`config.mk`:
```
export PLATFORM = sky130hd
export DESIGN_NAME = dmem_arbiter
export DESIGN_NICKNAME = d
export VERILOG_FILES = /design/src/rtl/dmem_arbiter.sv
export SDC_FILE = /design/constraint.sdc
export NUM_CORES = 1
export LEC_CHECK = 0
export CORE_ASPECT_RATIO = 0.7
export CORE_MARGIN = 3
export CORE_UTILIZATION = 43
export CTS_CLUSTER_SIZE = 28
export DETAILED_ROUTE_END_ITERATION = 10
export HOLD_SLACK_MARGIN = 0.05
export PLACE_DENSITY_LB_ADDON = 0.2
export SLEW_MARGIN = 15
export SYNTH_ARGS = -nofsm -noshare
export SYNTH_HDL_FRONTEND = slang
export SYNTH_SLANG_ARGS = --single-unit
```
`constraint.sdc`:
```
create_clock -name clk -period 5 [get_ports clk]
set_clock_uncertainty 0.1 [all_clocks]
set_input_delay 0.5 -clock clk [delete_from_list [all_inputs] [get_ports clk]]
set_output_delay 0.5 -clock clk [all_outputs]
set_load 0.005 [all_outputs]
```
`src/rtl/dmem_arbiter.sv`:
```
// Two-requester arbiter/sequencer for the single-port data memory (CPU load/store vs ext loader).
// Optional ext anti-starvation counter enabled by defining DMEM_ARB_FAIRNESS_EN.
module dmem_arbiter #(
  parameter int STARVE_MAX = 4,
  parameter int ADDR_W     = 32,
  parameter int DATA_W     = 32
) (
  input  logic              clk,
  input  logic              rst_n,
  input  logic              cpu_rd,
  input  logic              cpu_wr,
  input  logic [ADDR_W-1:0] cpu_addr,
  input  logic [DATA_W-1:0] cpu_wdata,
  output logic [DATA_W-1:0] cpu_rdata,
  output logic              cpu_stall,
  input  logic              ext_req,
  input  logic              ext_we,
  input  logic [ADDR_W-1:0] ext_addr,
  input  logic [DATA_W-1:0] ext_wdata,
  output logic              ext_ack,
  output logic [DATA_W-1:0] ext_rdata,
  output logic              mem_rd,
  output logic              mem_wr,
  output logic [ADDR_W-1:0] mem_addr,
  output logic [DATA_W-1:0] mem_wdata,
  input  logic [DATA_W-1:0] mem_rdata
);

  typedef enum logic [2:0] {IDLE, CPU_ISSUE, CPU_DONE, EXT_ISSUE, EXT_DONE} state_t;

  state_t state_reg, state_next;
  logic   cpu_pend;
  logic   grant_cpu;
  logic   grant_ext;
  logic   ext_turn;

  if (STARVE_MAX < 1 || STARVE_MAX > 15) begin : g_bad_starve_max
    $error("dmem_arbiter: STARVE_MAX must be in 1..15");
  end

  assign cpu_pend = cpu_rd | cpu_wr;

`ifdef DMEM_ARB_FAIRNESS_EN
  logic [3:0] starve_reg;

  assign ext_turn = (starve_reg == 4'(STARVE_MAX));

  // Counts CPU wins that left a waiting ext requester behind.
  always_ff @(posedge clk or negedge rst_n) begin
    if (!rst_n) begin
      starve_reg <= 4'd0;
    end else if (state_reg == IDLE) begin
      if (!ext_req || grant_ext) begin
        starve_reg <= 4'd0;
      end else if (grant_cpu) begin
        starve_reg <= starve_reg + 4'd1;
      end
    end
  end
`else
  assign ext_turn = 1'b0;
`endif

  always_ff @(posedge clk or negedge rst_n) begin
    if (!rst_n) begin
      state_reg <= IDLE;
    end else begin
      state_reg <= state_next;
    end
  end

  always_comb begin
    state_next = state_reg;
    case (state_reg)
      IDLE: begin
        if (grant_cpu) begin
          state_next = CPU_ISSUE;
        end else if (grant_ext) begin
          state_next = EXT_ISSUE;
        end
      end
      CPU_ISSUE: state_next = CPU_DONE;
      CPU_DONE:  state_next = IDLE;
      EXT_ISSUE: state_next = EXT_DONE;
      EXT_DONE:  state_next = IDLE;
      default:   state_next = IDLE;
    endcase
  end

  always_comb begin
    grant_cpu = 1'b0;
    grant_ext = 1'b0;
    if (state_reg == IDLE) begin
      if (cpu_pend && !(ext_req && ext_turn)) begin
        grant_cpu = 1'b1;
      end else if (ext_req) begin
        grant_ext = 1'b1;
      end
    end
    cpu_stall = cpu_pend && (state_reg != CPU_DONE);
    ext_ack   = (state_reg == EXT_DONE);
  end

  // Memory port and read-data registers; a simultaneous CPU rd+wr is performed as a write only.
  always_ff @(posedge clk or negedge rst_n) begin
    if (!rst_n) begin
      mem_rd    <= 1'b0;
      mem_wr    <= 1'b0;
      mem_addr  <= '0;
      mem_wdata <= '0;
      cpu_rdata <= '0;
      ext_rdata <= '0;
    end else begin
      case (state_reg)
        IDLE: begin
          if (grant_cpu) begin
            mem_rd    <= cpu_rd & ~cpu_wr;
            mem_wr    <= cpu_wr;
            mem_addr  <= cpu_addr;
            mem_wdata <= cpu_wdata;
          end else if (grant_ext) begin
            mem_rd    <= ~ext_we;
            mem_wr    <= ext_we;
            mem_addr  <= ext_addr;
            mem_wdata <= ext_wdata;
          end else begin
            mem_rd <= 1'b0;
            mem_wr <= 1'b0;
          end
        end
        CPU_ISSUE: begin
          if (mem_rd) begin
            cpu_rdata <= mem_rdata;
          end
          mem_rd <= 1'b0;
          mem_wr <= 1'b0;
        end
        EXT_ISSUE: begin
          if (mem_rd) begin
            ext_rdata <= mem_rdata;
          end
          mem_rd <= 1'b0;
          mem_wr <= 1'b0;
        end
        default: begin
        end
      endcase
    end
  end

endmodule

```
Word level (Yosys, flattened, before mapping) --
Cells that the tools add are included.
Storage, ports and cells: bits of input ports 166, word-level logic and storage cells 42, bits in registers 133, output and inout bits 132
Cells by class: muxes and demuxes 18, bitwise operators 4, reduce and logical (&&, ||, !) cells 8, equality and inequality tests 5
Operators with widths (number):
- 2-to-1 mux 32 bit | 4
- 2-to-1 mux 1 bit | 9
- case mux 3 bit (3 select lines) | 1
- 2-to-1 mux 3 bit | 2
- AND reduction 2 bit | 3
- case mux 1 bit (2 select lines) | 2
- nonzero test 2 bit | 2
- equality test 3 x 1 -> 1 bit (second input constant) | 1
- equality test 3 x 2 -> 1 bit (second input constant) | 1
- equality test 3 bit (second input constant) | 1
- logical NOT 3 bit | 1
- inequality test 3 x 2 -> 1 bit (second input constant) | 1
- inequality test 3 bit (second input constant) | 1
- inverter 1 bit | 2
- OR reduction 2 bit | 1
- bitwise AND 1 bit | 1
- logical AND 1 bit | 1
- bitwise OR 1 bit | 1

Depth between registers and ports, before layout --
word-level depth 6, mapped depth 6, gate-level depth less buffers 3

Least setup slack after synthesis --
OpenSTA, ideal clock, no wires.
path type input-to-reg, from input cpu_wr, to register mem_addr[21], setup time 0.133 ns, data arrival time 1.466 ns, cell stages on the path 5, required time 4.767 ns, path buffers 2, setup slack 3.300 ns, path through or3b_1 -> clkbuf_1 -> buf_2 -> o22ai_1 -> a2bb2oi_2
On the way: longest elaborated chain between the ends 5, elaborated cells between the ends (all ways) 8, classes of those cells 5 x mux; 1 x bitwise; 2 x reduce/logical
Ends and longest elaborated chain:
- from (decl) | line 11 | input logic cpu_wr,
- bitwise OR 1 bit * | line 41 | assign cpu_pend = cpu_rd | cpu_wr;
- 2-to-1 mux 1 bit | line 94 | if (cpu_pend && !(ext_req && ext_turn)) begin
- 2-to-1 mux 1 bit | line 93 | if (state_reg == IDLE) begin
- nonzero test 2 bit (no source line)
- AND reduction 2 bit (no source line)
- to (signal assigned) | line 119 | mem_addr <= cpu_addr;
- to (signal assigned) | line 124 | mem_addr <= ext_addr;
- to (decl) | line 24 | output logic [ADDR_W-1:0] mem_addr,
Every way passes the cells marked *; elsewhere a longest branch is shown, timed or not. A chain may end at the register's enable or synchronous reset.

Worst setup path after layout --
from register state_reg[1], to register mem_addr[31]
On the way: longest elaborated chain between the ends 4, elaborated cells between the ends (all ways) 6, classes of those cells 3 x mux; 3 x reduce/logical
Ends and longest elaborated chain:
- from (decl) | line 31 | state_t state_reg, state_next;
- from (signal assigned) | line 68 | state_reg <= state_next;
- logical NOT 3 bit * | line 93, 114
- 2-to-1 mux 1 bit | line 93
- nonzero test 2 bit (no source line)
- AND reduction 2 bit (no source line)
Marked as above.

==> tab_implementation.tex <==
\begin{tabular}{lr}
\hline
Metric & Value \\
\hline
\multicolumn{2}{l}{\textbf{Outcome}} \\
Outcome & finished, final reports clean \\
\multicolumn{2}{l}{\textbf{STA}} \\
Final-report setup violation count & 0 \\
Highest clock rate & 387.6 MHz \\
RSZ-0062 raised after global routing & false \\
Worst Hold Margin & 0.3907 ns \\
Sum Neg Setup Slack & 0 ns \\
Min Clock Period, post-route & 2.580 ns \\
Max transition margin & 27.74\% \\
Slew Limit Fails & 0 \\
Transition at the pin with the smallest max-transition slack & 1.081 ns \\
Final number of hold-violating endpoints & 0 \\
Crit path setup slack, layout & 2.420 ns \\
Final cycle utilization of the critical path & 51.60\% \\
\multicolumn{2}{l}{\textbf{Critical path}} \\
Cell Chain, Critical Path & or3\_4 -> nor2\_4 -> buf\_12 -> a2bb2oi\_1 \\
Largest fanout on the critical path & 35 \\
RR Endpoint & mem\_addr[31]\$\_DFFE\_PN0P\_ \\
Startpoint type of the worst setup path & flop \\
Classification of the worst setup path & reg -> reg \\
End of the critical path & mem\_addr[31]\$\_DFFE\_PN0P\_ \\
Worst R2R Path Depth & 4 \\
Arrival time of data at the critical path endpoint & 2.81 ns \\
Critical path capture point type & flop \\
Crit path required time & 5.23 ns \\
Levels on crit path & 4 \\
Origin of the critical flop-to-flop path & state\_reg[1]\$\_DFFE\_PN0P\_ \\
Delay of the slowest cell on the worst path & 0.84 ns \\
Reg2Reg Setup Slack & 2.42 ns \\
Startpoint of the worst setup timing path & state\_reg[1]\$\_DFFE\_PN0P\_ \\
Standard cell with the maximum stage delay on the critical path & nor2\_4 \\
Crit path buf inv count & 1 \\
Family with the most delay on the worst path & simple AND/OR/NAND/NOR gates \\
\multicolumn{2}{l}{\textbf{Routing}} \\
Routed via count divided by cell count & 5.332 \\
Sum of routed wire length over all layers & 17390 um \\
Per-cell routed wire length & 20.46 um \\
Via total after detailed routing & 4532 \\
DRT iter0 DRCs & 156 \\
Router iterations before antenna repair & 4 \\
Detail Route Antenna Nets & 0 \\
DRC violations left & 0 \\
\multicolumn{2}{l}{\textbf{Power}} \\
Pwr Total & 5.985 mW \\
Total power per unit cell area & 637.1 nW/um\^{}2 \\
Highest ir drop seen on vdd & 0.3209 mV \\
Leakage power & 3.690 nW \\
\multicolumn{2}{l}{\textbf{Layout}} \\
Post-route non-filler standard cell count & 850 \\
Commonest cells after routing, fill and taps aside & clkdlybuf4s50\_1, dfrtp\_1, o22ai\_1 \\
Commonest non-fill, non-tap cell in the layout & clkdlybuf4s50\_1 \\
Number of filler instances in the final layout & 852 \\
Antenna diode count & 0 \\
\# nets final & 841 \\
Signed area change from the synthesized netlist to the final layout & 64.18\% \\
Layout cell share with drive strength beyond 1 & 20.78\% \\
\multicolumn{2}{l}{\textbf{Die}} \\
Die area & 14750 sq um \\
Placeable core region & 12720 sq um \\
Starting Density & 44.98\% \\
Die X & 143.9 um \\
Num rows & 34 \\
Number of primary I/O pins & 298 \\
Die span in y & 102.5 um \\
\multicolumn{2}{l}{\textbf{CTS}} \\
Latest clock arrival within the worst-skew pair & 0.40 ns \\
Worst-case clock buffer depth & 2 \\
Clk Tree Root Cell & clkbuf\_16 \\
Clock buffer count from CTS & 17 \\
Max H-tree Level & 4 \\
Buffers inserted by post-CTS timing repair & 0 \\
Hold buffer count at cts & 1 \\
Clock-pin slew reported for the worst setup and hold paths after clock tree synthesis & 0.06 ns \\
Post-CTS resize count & 0 \\
Clock sink count & 133 \\
TritonCTS clock tree & done \\
\multicolumn{2}{l}{\textbf{Synthesis}} \\
Proportion of synthesized chip area in sequential cells & 58.17\% \\
Post-synthesis register bit count & 133 \\
Synth Cell Area & 5722 sq um \\
Net count after synthesis & 552 \\
Gate count after technology mapping & 386 \\
Cell variety after synth & 27 \\
Synthesis warning total & 0 \\
Per-instance average area after synthesis & 14.82 sq um \\
\multicolumn{2}{l}{\textbf{Place}} \\
Detailed Place HPWL & 12320 um \\
Cell total after placement & 817 \\
Number of input and output port buffers inserted & 297 \\
Final weighted congestion of routability-driven global placement & 0.7596 \\
Post-Place Worst Slack & 2.189 ns \\
\multicolumn{2}{l}{\textbf{Global route}} \\
Wire length of the first global-routing pass & 26050 um \\
GR Util met3 & 7.093\% \\
M2 GR Usage & 40.39\% \\
Most used routing layer & met2 \\
Met1 capacity usage during global routing & 28.02\% \\
Vias in the first global route & 4784 \\
Total grt overflow & 0 \\
Maximum number of pins on one net before global-route repair & 66 \\
Antenna violations before repair & 0 \\
GRT Overall Usage & 23.05\% \\
\multicolumn{2}{l}{\textbf{Worst hold path}} \\
Tightest Hold Check Type & reg -> reg \\
Hold path cells & 1 \\
\multicolumn{2}{l}{\textbf{Run}} \\
Number of maximum-capacitance violations & 0 \\
\hline
\end{tabular}
[worst register-to-register path: stages (launching register included)]
cell	delay, ns
dfrtp_1	0.54
or3_4	0.47
nor2_4	0.84
buf_12	0.34
a2bb2oi_1	0.21
[Yosys cell counts (all sizes together)]
cell type | n | share of area [%]
dfrtp | 133 | 58
a2bb2oi | 64 | 15
mux2 | 64 | 13
o22ai | 64 | 7.0
buf | 27 | 3.5
clkbuf | 9 | 0.59
nor3 | 4 | 0.52
a21oi | 3 | 0.26
nor2 | 3 | 0.33
nor3b | 3 | 0.39
nand2 | 2 | 0.13
o21ai | 2 | 0.17
and3b | 1 | 0.15
inv | 1 | 0.066
nand4b | 1 | 0.15
nor2b | 1 | 0.11
o31a | 1 | 0.15
o31ai | 1 | 0.13
or3 | 1 | 0.20
or3b | 1 | 0.15
[how the worst min path moves through the flow]
stage                                          from                        end  slack [ns]
after floorplan                               rst_n   cpu_rdata[0]$_DFFE_PN0P_        0.10
after global placement     cpu_rdata[2]$_DFFE_PN0P_   cpu_rdata[2]$_DFFE_PN0P_        0.37
after detailed placement  ext_rdata[29]$_DFFE_PN0P_  ext_rdata[29]$_DFFE_PN0P_        0.38
after CTS                 ext_rdata[29]$_DFFE_PN0P_  ext_rdata[29]$_DFFE_PN0P_        0.39
after global routing      ext_rdata[29]$_DFFE_PN0P_  ext_rdata[29]$_DFFE_PN0P_        0.41
final                     ext_rdata[29]$_DFFE_PN0P_  ext_rdata[29]$_DFFE_PN0P_        0.39
[report_power, final]
group	total [mW]	internal, mW	switching [mW]
Combinational	2.68	1.76	0.921
Sequential	1.98	1.62	0.360
Clock	1.33	0.842	0.485
[routing by layer]
metal / part of all wire (%) / vias to the layer above
met3: 6.7 / 18
met4: 1.4 / 0
met5: 0 / -
met1: 40 / 2250
li1: - / 2085
met2: 52 / 179
[cell families after synthesis]
logic type	after synthesis	synth area share, %
AOI/OAI and AO/OA	135	22.98
buffers and inverters	37	4.111
DFF	133	58.17
muxes	64	12.60
and+or+nand+nor	17	2.143
[metrics by stage]
step,area [sq um],util (%)
2_1_floorplan,5722,-
3_3_place_gp,8756,68.84
3_5_place_dp,8756,68.84
4_1_cts,9394,73.85
5_1_grt,9394,73.85
6_report,9394,73.85
[area by class of cell]
| cell class | count | area [sq um] | share of cell area, % |
|---|---|---|---|
| repair buffers | 306 | 3053 | 32.50 |
| flip-flops and latches | 133 | 3328 | 35.43 |
| clock buffers | 18 | 429.2 | 4.568 |
| well taps | 162 | 202.7 | 2.158 |
| multi-input cells | 216 | 2178 | 23.19 |
| inverters | 1 | 3.754 | 0.03996 |
| clock inverters | 14 | 198.9 | 2.118 |
No activity file was read; power rests on OpenSTA's default activity.
